`src/rtl/rns_mod_mul_seq.sv`:
```
// rns_mod_mul_seq: multi-channel RNS modular multiply/add unit.
// Each channel reduces its 2W-bit dividend with a bit-serial restoring
// remainder engine. All channels share one FSM and bit counter.
// Ports:
//   clk, rst             clock, asynchronous active-high reset
//   in_valid / in_ready  operand-set handshake (in_ready is combinational)
//   op                   0 = multiply, 1 = add (sampled at accept)
//   res_a, res_b         packed operand residues, channel i at [i*W +: W]
//   moduli               packed per-channel moduli (sampled at accept)
//   out_valid/out_ready  result handshake
//   result               packed per-channel results
//   mod_err              per-channel flag: modulus was zero
module rns_mod_mul_seq #(
  parameter int W    = 3,
  parameter int N_CH = 3
) (
  input  logic              clk,
  input  logic              rst,
  input  logic              in_valid,
  output logic              in_ready,
  input  logic              op,
  input  logic [N_CH*W-1:0] res_a,
  input  logic [N_CH*W-1:0] res_b,
  input  logic [N_CH*W-1:0] moduli,
  output logic              out_valid,
  input  logic              out_ready,
  output logic [N_CH*W-1:0] result,
  output logic [N_CH-1:0]   mod_err
);

  localparam int unsigned DW    = 2 * W;
  localparam int unsigned CNT_W = $clog2(DW);
  localparam logic [CNT_W-1:0] CNT_LAST = CNT_W'(DW - 1);

  typedef enum logic [1:0] {
    S_IDLE,
    S_REDUCE,
    S_DONE
  } state_t;

  state_t           state;
  state_t           next_state;
  logic [CNT_W-1:0] cnt;
  logic             accept;

  logic [DW-1:0] d_q    [N_CH];
  logic [W-1:0]  r_q    [N_CH];
  logic [W-1:0]  m_q    [N_CH];
  logic [W:0]    t      [N_CH];
  logic [W-1:0]  r_nxt  [N_CH];
  logic [DW-1:0] d_load [N_CH];

  // Next-state decode and input-side handshake.
  always_comb begin
    next_state = state;
    in_ready   = 1'b0;
    case (state)
      S_IDLE: begin
        in_ready = !rst;
      end
      S_REDUCE: begin
        if (cnt == CNT_LAST) next_state = S_DONE;
      end
      S_DONE: begin
        in_ready = out_ready && !rst;
      end
      default: next_state = S_IDLE;
    endcase
    accept = in_valid && in_ready;
    if (accept) next_state = S_REDUCE;
    else if (state == S_DONE && out_ready) next_state = S_IDLE;
  end

  // Per-channel dividend formation and one restoring-remainder step.
  // r stays below m, so t - m always fits in W bits.
  always_comb begin
    for (int i = 0; i < N_CH; i++) begin
      if (op) d_load[i] = DW'(res_a[i*W +: W]) + DW'(res_b[i*W +: W]);
      else    d_load[i] = DW'(res_a[i*W +: W]) * DW'(res_b[i*W +: W]);
      t[i]     = {r_q[i], d_q[i][DW-1]};
      r_nxt[i] = (t[i] >= {1'b0, m_q[i]}) ? W'(t[i] - {1'b0, m_q[i]}) : W'(t[i]);
    end
  end

  // State register.
  always_ff @(posedge clk or posedge rst) begin
    if (rst) state <= S_IDLE;
    else     state <= next_state;
  end

  // Datapath: capture at accept, shift-reduce in REDUCE, latch results on the last step.
  always_ff @(posedge clk or posedge rst) begin
    if (rst) begin
      cnt       <= '0;
      out_valid <= 1'b0;
      result    <= '0;
      mod_err   <= '0;
      for (int i = 0; i < N_CH; i++) begin
        d_q[i] <= '0;
        r_q[i] <= '0;
        m_q[i] <= '0;
      end
    end else begin
      out_valid <= (next_state == S_DONE);
      if (accept) begin
        cnt <= '0;
        for (int i = 0; i < N_CH; i++) begin
          d_q[i]     <= d_load[i];
          r_q[i]     <= '0;
          m_q[i]     <= moduli[i*W +: W];
          mod_err[i] <= (moduli[i*W +: W] == '0);
        end
      end else if (state == S_REDUCE) begin
        cnt <= cnt + CNT_W'(1);
        for (int i = 0; i < N_CH; i++) begin
          r_q[i] <= r_nxt[i];
          d_q[i] <= {d_q[i][DW-2:0], 1'b0};
          // A zero modulus would leave the raw dividend in r; force 0 instead.
          if (cnt == CNT_LAST) result[i*W +: W] <= mod_err[i] ? '0 : r_nxt[i];
        end
      end
    end
  end

endmodule

```
`config.mk`:
```
export PLATFORM = sky130hd
export DESIGN_NAME = rns_mod_mul_seq
export DESIGN_NICKNAME = d
export VERILOG_FILES = /design/src/rtl/rns_mod_mul_seq.sv
export SDC_FILE = /design/constraint.sdc
export NUM_CORES = 1
export LEC_CHECK = 0
export BUFFER_PORTS_ARGS = -buffer_cell sky130_fd_sc_hd__buf_2
export CAP_MARGIN = 20
export CORE_AREA = 2 2 90 92
export CTS_BUF_LIST = sky130_fd_sc_hd__clkbuf_4
export DETAILED_ROUTE_END_ITERATION = 16
export DIE_AREA = 0 0 92 94
export PLACE_DENSITY_LB_ADDON = 0.3
export SETUP_SLACK_MARGIN = 0.02
export SLEW_MARGIN = 40
export SYNTH_ARGS = -nofsm -noshare
export SYNTH_HDL_FRONTEND = slang
export SYNTH_SLANG_ARGS = --single-unit
```
`constraint.sdc`:
```
create_clock -name clk -period 2.6 [get_ports clk]
set_input_delay 0.26 -clock clk [delete_from_list [all_inputs] [get_ports clk]]
set_output_delay 0.26 -clock clk [all_outputs]
set_load 0.02 [all_outputs]
```
### After elaboration in Yosys (flattened, before gate mapping)

Cells that the tools add are included.
W data, S select, Z words.

| word-level totals | value |
|---|---|
| flip-flop bits (word level) | 54 |
| logic and storage cells | 63 |

| cells by class | value |
|---|---|
| add/sub/neg operators | 7 |
| multipliers | 3 |
| magnitude comparators | 3 |
| eq/ne operators | 4 |
| muxes and demuxes | 20 |
| bitwise operators | 1 |
| reductions and logical operators | 11 |

Operators with widths:

| cell | number |
|---|---|
| $mux W18 | 2 |
| $mux W3 | 8 |
| $mul A3 B3 Y6 | 3 |
| $mux W6 | 3 |
| $mux W9 | 2 |
| $add A3 B3 Y4 | 3 |
| $ge A4 B3 Y1 | 3 |
| $logic_not A3 Y1 | 3 |
| $sub A3 B3 Y3 | 3 |
| $mux W2 | 3 |
| $eq A2 B2 Y1 const B | 2 |
| $pmux W2 S2 | 1 |
| $add A3 B1 Y3 const B | 1 |
| $eq A3 B3 Y1 const B | 1 |
| $logic_and A1 B1 Y1 | 3 |
| $reduce_and A3 Y1 | 1 |
| $eq A2 B1 Y1 const B | 1 |
| $logic_not A2 Y1 | 1 |
| $pmux W1 S2 | 1 |
| $reduce_bool A2 Y1 | 1 |
| $reduce_or A2 Y1 | 1 |
| $logic_not A1 Y1 | 1 |
| $not A1 Y1 | 1 |

### Logic depth before layout (Yosys ltp)

Gate-level depths: netlist of run 1.

| depth | value |
|---|---|
| depth after elaboration | 6 |
| depth in mapped cells | 9 |

### Worst setup path before layout of run 1

OpenSTA, ideal clock, no wires.

| path | value |
|---|---|
| path kind | input-to-reg |
| start point | input port res_a[4] |
| end point | register d_q[10] (netlist bit) |
| library setup time | 0.142 ns |
| arrival | 2.001 ns |
| path slack | 0.457 ns |
| cell stages on the path | 8 |
| path buffers | 0 |
| cells stage by stage | ha_1 xnor2_1 ha_1 ha_1 fa_1 xor2_1 a2111oi_0 a31oi_1 |

| on the way | value |
|---|---|
| word-level cells in the longest chain between the ends | 3 |

Ends and longest elaborated chain:

| element | RTL line | source |
|---|---|---|
| from (decl) | 22 | `input logic [N_CH*W-1:0] res_a,` |
| $mul A3 B3 Y6 | 79 | `else d_load[i] = DW'(res_a[i*W +: W]) * DW'(res_b[i*W +: W]);` |
| $mux W6 | 78 | `if (op) d_load[i] = DW'(res_a[i*W +: W]) + DW'(res_b[i*W +: W]);` |
| $mux W18 | 105 | `if (accept) begin` |
| to (signal, indexed assignment) | 108 | `d_q[i] <= d_load[i];` |
| to (signal, indexed assignment) | 117 | `d_q[i] <= {d_q[i][DW-2:0], 1'b0};` |
| to (decl) | 46 | `logic [DW-1:0] d_q [N_CH];` |

No other way between the ends.
A chain may end at the register's enable or synchronous reset.

### Worst setup path after layout of run 1

| path | value |
|---|---|
| start point | register d_q[17] (netlist bit) |
| end point | register r_q[7] (netlist bit) |

| on the way | value |
|---|---|
| word-level cells in the longest chain between the ends | 4 |
| elaborated cells on any way between the ends | 5 |
| classes of those cells | 1 x add/sub; 1 x order compare; 3 x mux |

Ends and longest elaborated chain:

| element | RTL line | source |
|---|---|---|
| $ge A4 B3 Y1 or $sub A3 B3 Y3 (tied branches) | 81 | `r_nxt[i] = (t[i] >= {1'b0, m_q[i]}) ? W'(t[i] - {1'b0, m_q[i]}) : W'(t[i]);` |
| $mux W3 (*) | 81 |  |
| $mux W9 (*) | 113 | `end else if (state == S_REDUCE) begin` |
| $mux W9 (*) | 105 |  |
| to (signal, indexed assignment) | 116 | `r_q[i] <= r_nxt[i];` |
| to (decl) | 47 | `logic [W-1:0] r_q [N_CH];` |

Every way passes the cells marked *; elsewhere a longest branch is shown, timed or not. The select of a mux whose other input is x is not followed.

==> key figures, run 1 <==
Timing
  • Skew final: 0.00921 ns
  • Worst-Margin Slew: 0.614 ns
  • Peak Freq: 439 MHz
  • Final setup vio count: 0
  • RSZ-0062 raised after global routing: no
  • Setup TNS: 0 ns
  • Tcrit/Tclk final: 87.7%
  • Max Slew Vio Count: 0
  • Max-slew headroom: 58.9%
  • Final Hold Vio Count: 0
  • Minimum clock period: 2.28 ns

Power and ir drop
  • P_leak: 2.11 nW
  • Final Power: 4.23 mW
  • Maximum VDD drop: 397 uV
  • Pwr Density: 1010 mW/mm^2

Yosys
  • Main flop type after synthesis: dfrtp_1
  • Sequential share of the synthesized area: 35.4%
  • Count of different cell masters after synthesis: 54
  • Post-synth EDFFs: 0
  • Mapped Cells: ~370
  • Synthesized area: roughly 0.0038 mm^2
  • Seq cells post-synth: 54
  • Syn avg cell area: 10.5 um^2
  • Syn nets: 447
  • Asr flop ratio synth: 100%
  • Ys Warns: 0

Setup path
  • Kind of critical path: reg2reg
  • CP startpoint kind: flip-flop
  • Arr. time, crit path: 2.60 ns
  • Critical Path RT: between 2 and 3 ns
  • Setup crit end kind: flip-flop
  • Crit Path Max Fanout: 7

Routing
  • WL per Instance: 16.0 um
  • Routed vias/inst: 5.68
  • Post-route ant nets: 0
  • Final wirelength: 8220 um
  • Vias: 2914
  • DRC: 0
  • Starting DRT DRC Count: approximately 120
  • Total iterations of the first detailed-routing run: 4

Place
  • # port buffers: 45
  • DP Wirelength: 6040 um
  • Routability-driven placement congestion ratio: 0.847
  • Post-DP Area: 0.00413 mm^2

Run status
  • Status: finished, final reports clean

CTS
  • Skew-Pair Late Insertion Delay: 0.38 ns
  • Root buf cell: clkbuf_4
  • TritonCTS Sinks: 54
  • Resized cells post-CTS: 0
  • CTS clk-pin slew, worst paths: about 0.15 ns
  • Maximum clock insertion buffer count: 2
  • CTS Buf Count: 5
  • CTS H-tree lvls: 2
  • CTS tree: yes

Flow run
  • Maxcap violations: 0

Cells and area
  • Share of layout cells above drive strength 1: 20.2%
  • Nets: about 490
  • Ant. Diodes: 0
  • Area Growth Syn to Fin: 10.0%
  • Final instance area: 0.00420 mm^2

Floorplanning
  • Core area: 0.00761 mm^2
  • I/O pin count: 46
  • Die Y: 94 um
  • Row cnt: 32
  • Initial Util: 50.1%
  • Die X: around 92 um
  • Die ar.: 0.00865 mm^2

Global routing
  • First-pass GRT wire length: 14000 um
  • Vias in the first global route: a little under 3000
  • GRT overflow: 0
  • Largest net degree at the start of global routing: 44
  • Initial antenna violation count: 0
  • Overall routing resource usage: around 20%

Worst hold path
  • Hold/Removal Path Class: in2reg
==> per-stage QoR <==
step	hold WS, ns	utilization (%)	setup slack (ns)	cells
after floorplan	0.408	-	0.457	365
after global placement	0.234	54.3	0.225	504
after detailed placement	0.237	54.3	0.143	504
after CTS	0.109	55.2	0.325	513
final	0.117	55.2	0.320	513
after global routing	0.106	55.2	0.189	513
==> cell usage in the layout, fill, tap and decap left out, drive strengths merged, types with 9 or more instances in the layout <==
cell type,netlist,final
o22ai,9,9
and2,15,15
mux2,13,13
dfrtp,54,54
inv,23,23
mux2i,26,26
fa,9,9
buf,9,53
a21oi,9,9
nand2,30,30
ha,41,41
==> cells in the mapped netlist (7+ instances only) <==
cell type	count	area share, %
fa_1	9	4.7
ha_1	41	13
mux2_2	10	3.0
o22ai_1	9	1.5
clkbuf_1	7	0.69
mux2i_1	26	6.8
a21oi_1	9	1.2
inv_1	23	2.3
nand2_1	30	3.0
and2_1	15	2.5
dfrtp_1	54	35
o211ai_1	8	1.6
nor2_1	8	0.79
==> flip-flops by register name, summed over array words and instances, names as in the netlist <==
register,cells
cnt,3
d_q,18
m_q,9
mod_err,3
out_valid,1
r_q,9
result,9
state,2
==> cells by family (layout without fill, tap and decap cells) <==
group	Yosys count	after routing	share of synthesized area [%]
muxes	39	39	11.0
and+or+nand+nor	95	95	13.3
DFF	54	54	35.4
buffers and inverters	39	85	4.72
adders and majority gates	50	50	18.2
xor gates and xnor gates	10	10	2.30
AOI/OAI and AO/OA	78	78	15.1
==> layout make-up <==
class                           instances  area (um^2)
Clock inverter                          2         8.76
Multi-Input combinational cell        272         2280
Timing Repair Buffer                   54          295
Inverter                               23         86.3
Fill cell                             695         3410
Sequential cell                        54         1350
Clock buffer                            6         45.0
Tap cell                              102          128
==> critical path: stages (launching register included) <==
cell and delay [ns]:
dfrtp_1 0.44, inv_1 0.07, ha_1 0.14, inv_1 0.05
fa_1 0.41, a211o_1 0.39, or4b_2 0.62, nand3_1 0.11
==> metal layers <==
metal	GRT usage, %	up-vias	part of all wire [%]	wire length, um
li1	-	1434	-	-
met1	27.0	1420	47	3880
met2	34.9	56	49	4040
met3	1.77	4	3.1	253
met4	5.72	0	0.61	50
met5	0	-	0	0
==> power breakdown <==
group          internal [mW]  switching, mW  total, mW  leakage, nW
clock                  0.113          0.265      0.378       0.0331
combinational           1.03           1.33       2.35         1.40
sequential              1.22          0.286       1.50        0.681
==> worst paths after layout <==
path,from,endpoint,slack [ns],cells after the start
min,moduli[1],m_q[7],0.12,2
max reg2reg,d_q[17],r_q[7],0.32,7
min reg2reg,result[5],result[5],0.49,2
min in group asynchronous,rst,d_q[2],0.36,3
max in group asynchronous,rst,result[2],1.40,4
max,d_q[17],r_q[7],0.32,7
==> what timing repair did <==
item | 4_1_cts | 5_1_grt
setup endpoints to repair | 0 | 0
hold endpoints to repair | 11 | 0
buffers inserted | 0 | 0
hold buffers | 1 | 0
No activity file was read; power rests on OpenSTA's default activity.
==> inputs of run 2 (changes only) <==
==> constraint.sdc (replaced) <==
create_clock -name clk -period 2.6 [get_ports clk]
set_input_delay 0.13 -clock clk [delete_from_list [all_inputs] [get_ports clk]]
set_output_delay 0.13 -clock clk [all_outputs]
set_load 0.02 [all_outputs]
==> run 2 against run 1 <==
  * Global-route usage grew 0.74 points
  * Total power grew 3.4%
  * Core utilization rose by 1.6 points
  * Combinational power barely moved
  * Critical path type unchanged
  * Register-to-register slack gained 0.06 ns
  * Non-clock buffer count rose by 10
  * Via count is 3.1% higher
  * Final cell count is 1.9% higher
==> key figures, run 2 (synthesized netlist as in run 1, its figures left out) <==
Run status
  • Status: finished, final reports clean (unchanged)

Cells and area
  • Fin cells: 523 (was 513)
  • Max reg flops: 18 (unchanged)
  • Most common cell after layout, fill and taps aside: dfrtp_1 (unchanged)
  • Reg with most FFs: d_q (unchanged)
  • Nets: 502 (was 492)
  • Share of layout cells above drive strength 1: 20.4% (was 20.2%)
  • Final instance area: 0.00432 mm^2 (was 0.00420 mm^2)
  • Area Growth Syn to Fin: 13.3% (was 10.0%)
  • Most frequent cells in the layout: 54 x dfrtp_1, 45 x buf_2, 41 x ha_1, 30 x nand2_1, 26 x mux2i_1 (unchanged)
  • Post-layout util: 56.8% (was 55.2%)
  • Ant. Diodes: 0 (unchanged)

Timing
  • Minimum clock period: 2.22 ns (was 2.28 ns)
  • RSZ-0062 raised after global routing: no (unchanged)
  • Tcrit/Tclk final: 85.4% (was 87.7%)
  • Worst hold slack: 0.0192 ns (was 0.117 ns)
  • Peak Freq: 450 MHz (was 439 MHz)
  • Setup TNS: 0 ns (unchanged)
  • Final Hold Vio Count: 0 (unchanged)
  • Worst Slack Setup Final: 0.379 ns (was 0.320 ns)
  • Worst-Margin Slew: 0.702 ns (was 0.614 ns)
  • Max Slew Vio Count: 0 (unchanged)
  • Skew final: 0.00693 ns (was 0.00921 ns)
  • Max-slew headroom: 53.2% (was 58.9%)
  • Final setup vio count: 0 (unchanged)

Floorplanning
  • Row cnt: 32 (unchanged)
  • Die ar.: 0.00865 mm^2 (unchanged)
  • Core area: 0.00761 mm^2 (unchanged)
  • Die X: 92 um (unchanged)
  • Die Y: 94 um (unchanged)
  • I/O pin count: 46 (unchanged)
  • Initial Util: 50.1% (unchanged)

Flow run
  • Maxcap violations: 0 (unchanged)

Power and ir drop
  • Net Switching: 1.89 mW (was 1.88 mW)
  • Pwr Density: 1010 mW/mm^2 (about the same)
  • Clock share of power: 11.2% (was 8.9%)
  • Cell-internal power: 2.48 mW (was 2.36 mW)
  • Final Power: 4.38 mW (was 4.23 mW)
  • Logic gate share of total power: 54.3% (was 55.6%)
  • P_leak: 2.17 nW (was 2.11 nW)
  • Sequential share of power: 34.5% (was 35.5%)
  • Maximum VDD drop: 397 uV (about the same)
  • Sw Share: 43.3% (was 44.4%)

Global routing
  • Vias in the first global route: 2929 (was 2942)
  • GRT overflow: 0 (unchanged)
  • Initial antenna violation count: 0 (unchanged)
  • Overall routing resource usage: 20.8% (was 20.1%)
  • Largest net degree at the start of global routing: 34 (was 44)
  • First-pass GRT wire length: 14400 um (was 14000 um)

CTS
  • TritonCTS Sinks: 54 (unchanged)
  • Maximum clock insertion buffer count: 2 (unchanged)
  • Number of buffers added for setup after CTS: 0 (unchanged)
  • CTS clk-pin slew, worst paths: 0.15 ns (about the same)
  • Root buf cell: clkbuf_4 (unchanged)
  • CTS tree: yes (unchanged)
  • CTS Buf Count: 5 (unchanged)
  • Skew-Pair Late Insertion Delay: 0.38 ns (about the same)
  • CTS H-tree lvls: 2 (unchanged)

Worst hold path
  • Hold/Removal Path Class: in2reg (unchanged)
  • Hold path startpoint: moduli[6] (was moduli[1])
  • WHS Path Cells: 2 (unchanged)

Setup path
  • Kind of critical path: reg2reg (unchanged)
  • CP startpoint kind: flip-flop (unchanged)
  • RR Startpoint: d_q[17] (unchanged)
  • Critical path origin: d_q[17] (unchanged)
  • Arr. time, crit path: 2.55 ns (was 2.60 ns)
  • Crit Path Max Fanout: 7 (unchanged)
  • Critical Path RT: 2.93 ns (about the same)
  • Number of cells on the worst reg-to-reg path: 7 (unchanged)
  • Setup crit end kind: flip-flop (unchanged)

Place
  • Post-DP Area: 0.00415 mm^2 (was 0.00413 mm^2)
  • # port buffers: 45 (unchanged)
  • Worst slack, placed: 0.238 ns (was 0.143 ns)
  • DP Wirelength: 6160 um (was 6040 um)
  • Placed Cells incl. Taps: 506 (was 504)
  • Routability-driven placement congestion ratio: 0.837 (was 0.847)

Routing
  • Vias: 3004 (was 2914)
  • Starting DRT DRC Count: 127 (was 121)
  • Post-route ant nets: 0 (unchanged)
  • Final wirelength: 8460 um (was 8220 um)
  • DRC: 0 (unchanged)
  • WL per Instance: 16.2 um (was 16.0 um)
  • Total iterations of the first detailed-routing run: 4 (unchanged)
  • Routed vias/inst: 5.74 (was 5.68)
-- run 2: cell types whose count changed in the layout (fill, tap and decap cells not counted), sizes merged --
cell / delta
dlygate4sd3: +8
bufinv: +1
clkinv: -2
clkbuf: +1
buf: +2
-- run 2: power groups by stage --
stage          registers [mW]  clock network [mW]  logic, mW
2_1_floorplan            1.53                   0       1.76
3_3_place_gp             1.50                   0       2.29
3_5_place_dp             1.53                   0       2.35
4_1_cts                  1.51               0.502       2.37
5_1_grt                  1.56               0.532       2.70
6_report                 1.51               0.489       2.38
-- run 2: per-layer routing --
| metal | vias up | share of wire [%] | track usage, % |
|---|---|---|---|
| met5 | - | 0 | 0 |
| met4 | 0 | 0.80 | 4.73 |
| met3 | 6 | 3.0 | 2.73 |
| met2 | 49 | 49 | 35.7 |
| met1 | 1488 | 47 | 28.3 |
| li1 | 1461 | - | - |
-- run 2: final timing paths --
kind / endpoint / slack (ns)
worst min register to register: result[5] / 0.49
min in group asynchronous: m_q[8] / 0.42
max in group asynchronous: d_q[4] / 1.54
worst max-delay path: r_q[7] / 0.38
worst min-delay path: m_q[0] / 0.02
worst max register to register: r_q[7] / 0.38
-- run 2: final cells by class --
type                       count  area (um^2)
fill                         667         3290
multi-input combinational    272         2280
inverter                      23         86.3
clock buffer                   7         52.6
sequential                    54         1350
clock inverter                 1         30.0
timing repair buffer          64          390
tap                          102          128
-- run 2: critical path: stages (launching register included) --
cell and delay, ns:
dfrtp_1 0.44, inv_1 0.07, ha_1 0.13, inv_1 0.05, fa_1 0.39, a211o_1 0.38
or4b_2 0.62, nand3_1 0.10
-- run 2: timing repair --
item | 4_1_cts | 5_1_grt
hold buffers | 9 | 0
endpoints found under the hold margin | 39 | 0
resized for setup | 0 | 0
==> inputs of run 3 (changes only) <==
- MAX_ROUTING_LAYER: not set -> met4
==> run 3 against run 2 <==
  * Largest power group unchanged
  * Combinational power about the same
  * Routed wire length is 0.50% lower
  * Non-clock buffer count unchanged
  * Count of clock-buffer cells in the layout is the same
  * Sequential power barely moved
  * Clock power about the same
  * Maximum frequency about the same
  * Core utilization did not move
  * Clock skew shrank 0.00090 ns
  * First-iteration DRC count increased by 13%
  * Cell area is the same
  * Via count is 0.23% lower
==> key figures, run 3 (synthesized netlist as in run 1, its figures left out) <==
Floorplanning
  • I/O pin count: 46 (unchanged)
  • Row cnt: 32 (unchanged)
  • Die X: 92 um (unchanged)
  • Die Y: 94 um (unchanged)
  • Initial Util: 50.1% (unchanged)
  • Core area: 0.00761 mm^2 (unchanged)
  • Die ar.: 0.00865 mm^2 (unchanged)

Cells and area
  • Nets: 502 (unchanged)
  • Final instance area: 0.00432 mm^2 (unchanged)
  • Most frequent cells in the layout: 54 x dfrtp_1, 45 x buf_2, 41 x ha_1, 30 x nand2_1, 26 x mux2i_1 (unchanged)
  • Most common cell after layout, fill and taps aside: dfrtp_1 (unchanged)
  • Ant. Diodes: 0 (unchanged)
  • Share of layout cells above drive strength 1: 20.4% (unchanged)
  • Fill cell count: 667 (unchanged)
  • Max reg flops: 18 (unchanged)
  • Reg with most FFs: d_q (unchanged)
  • Area Growth Syn to Fin: 13.3% (unchanged)

Global routing
  • Initial antenna violation count: 0 (unchanged)
  • Vias in the first global route: 2931 (was 2929)
  • Largest net degree at the start of global routing: 34 (unchanged)
  • GRT overflow: 0 (unchanged)
  • Overall routing resource usage: 21.4% (was 20.8%)
  • First-pass GRT wire length: 14400 um (about the same)

Worst hold path
  • Hold path startpoint: moduli[6] (unchanged)
  • Hold/Removal Path Class: in2reg (unchanged)
  • WHS Path Cells: 2 (unchanged)
  • Hold Crit Endpoint: m_q[0] (unchanged)

Power and ir drop
  • Net Switching: 1.89 mW (about the same)
  • Sequential share of power: 34.5% (about the same)
  • Sw Share: 43.3% (about the same)
  • Cell-internal power: 2.48 mW (about the same)
  • Logic gate share of total power: 54.3% (about the same)
  • Clock share of power: 11.2% (about the same)
  • Pwr Density: 1010 mW/mm^2 (about the same)
  • P_leak: 2.17 nW (unchanged)
  • Maximum VDD drop: 396 uV (was 397 uV)

Timing
  • Skew final: 0.00602 ns (was 0.00693 ns)
  • Worst Slack Setup Final: 0.381 ns (was 0.379 ns)
  • Worst-Margin Slew: 0.705 ns (was 0.702 ns)
  • Max-slew headroom: 52.9% (was 53.2%)
  • Minimum clock period: 2.22 ns (about the same)
  • Peak Freq: 451 MHz (was 450 MHz)
  • Worst hold slack: 0.0189 ns (was 0.0192 ns)
  • Setup TNS: 0 ns (unchanged)
  • Max Slew Vio Count: 0 (unchanged)
  • RSZ-0062 raised after global routing: no (unchanged)
  • Final Hold Vio Count: 0 (unchanged)
  • Tcrit/Tclk final: 85.4% (about the same)
  • Final setup vio count: 0 (unchanged)

Setup path
  • Arr. time, crit path: 2.55 ns (about the same)
  • Crit Path Max Fanout: 7 (unchanged)
  • CP most frequent cell: inv_1 (unchanged)
  • CP max stage delay: 0.62 ns (about the same)
  • Cell at the slowest stage of the critical path: or4b_2 (unchanged)
  • Number of cells on the worst reg-to-reg path: 7 (unchanged)
  • CP startpoint kind: flip-flop (unchanged)
  • Critical path, cell by cell: inv_1, ha_1, inv_1, fa_1, a211o_1, or4b_2, nand3_1 (unchanged)
  • Setup crit end kind: flip-flop (unchanged)
  • Reg2reg end: r_q[7] (unchanged)
  • Critical path origin: d_q[17] (unchanged)
  • Kind of critical path: reg2reg (unchanged)
  • RR Startpoint: d_q[17] (unchanged)
  • Critical Path RT: 2.93 ns (about the same)
  • R2R setup slack: 0.38 ns (about the same)

Place
  • DP Wirelength: 6160 um (unchanged)
  • Worst slack, placed: 0.238 ns (unchanged)
  • Routability-driven placement congestion ratio: 0.850 (was 0.837)
  • # port buffers: 45 (unchanged)
  • Post-DP Area: 0.00415 mm^2 (unchanged)

Routing
  • DRC: 0 (unchanged)
  • WL per Instance: 16.1 um (was 16.2 um)
  • Final wirelength: 8410 um (was 8460 um)
  • Post-route ant nets: 0 (unchanged)
  • Starting DRT DRC Count: 143 (was 127)
  • Total iterations of the first detailed-routing run: 4 (unchanged)
  • Vias: 2997 (was 3004)
  • Routed vias/inst: 5.73 (was 5.74)

CTS
  • Maximum clock insertion buffer count: 2 (unchanged)
  • CTS Buf Count: 5 (unchanged)
  • CTS clk-pin slew, worst paths: 0.15 ns (about the same)
  • CTS H-tree lvls: 2 (unchanged)
  • Number of buffers added for setup after CTS: 0 (unchanged)
  • Resized cells post-CTS: 0 (unchanged)
  • Root buf cell: clkbuf_4 (unchanged)
  • Skew-Pair Late Insertion Delay: 0.38 ns (about the same)
  • TritonCTS Sinks: 54 (unchanged)
  • CTS tree: yes (unchanged)

Flow run
  • Maxcap violations: 0 (unchanged)

Run status
  • Status: finished, final reports clean (unchanged)
## run 3: cell counts in the layout (fill, tap and decap cells not counted)
Identical to the previous run, type by type.
## run 3: worst max path at each step
stage	end	slack (ns)	cells after the start
floorplan	r_q[7]	0.52	7
global placement	d_q[16]	0.35	10
finish	r_q[7]	0.38	7
detailed placement	d_q[10]	0.24	9
CTS	r_q[7]	0.37	7
global route	r_q[7]	0.25	7
## run 3: power groups by stage
| stage | combinational (mW) | sequential, mW | clock [mW] |
|---|---|---|---|
| finish | 2.38 | 1.51 | 0.490 |
| global route | 2.70 | 1.56 | 0.532 |
| detailed placement | 2.35 | 1.53 | 0 |
| CTS | 2.37 | 1.51 | 0.502 |
| floorplan | 1.76 | 1.53 | 0 |
| global placement | 2.29 | 1.50 | 0 |
## run 3: stage by stage
| stage | std cells | power [mW] | util (%) |
|---|---|---|---|
| after CTS | 523 | 4.39 | 56.8 |
| final | 523 | 4.38 | 56.8 |
| after floorplan | 365 | 3.29 | - |
| after global placement | 506 | 3.80 | 54.5 |
| after detailed placement | 506 | 3.88 | 54.5 |
| after global routing | 523 | 4.79 | 56.8 |
## run 3: worst max-delay path: cells and delay by family, from the launching register on
family          cells  cell delay [ns]
compound gates      1             0.38
simple gates        2             0.72
flops               1             0.44
fa+ha+maj           2             0.52
buf+inv             2             0.12
## run 3: cell type report
cell class                      instances  area, um^2  share of cell area [%]
Multi-Input combinational cell        272        2280                    52.8
Inverter                               23        86.3                    2.00
Clock buffer                            7        52.6                    1.22
Sequential cell                        54        1350                    31.3
Clock inverter                          1        30.0                   0.695
Timing Repair Buffer                   64         390                    9.03
Tap cell                              102         128                    2.95
## run 3: routing by layer
metal / up-vias / part of all wire (%) / GRT usage [%]
li1: 1462 / - / -
met1: 1473 / 48 / 28.2
met2: 56 / 48 / 35.7
met3: 6 / 3.1 / 2.73
met4: 0 / 0.77 / 4.73
met5: - / 0 / -
## run 3: repair_timing
action	CTS	global route
hold buffers	9	0
endpoints found under the hold margin	39	0
setup endpoints to repair	0	0
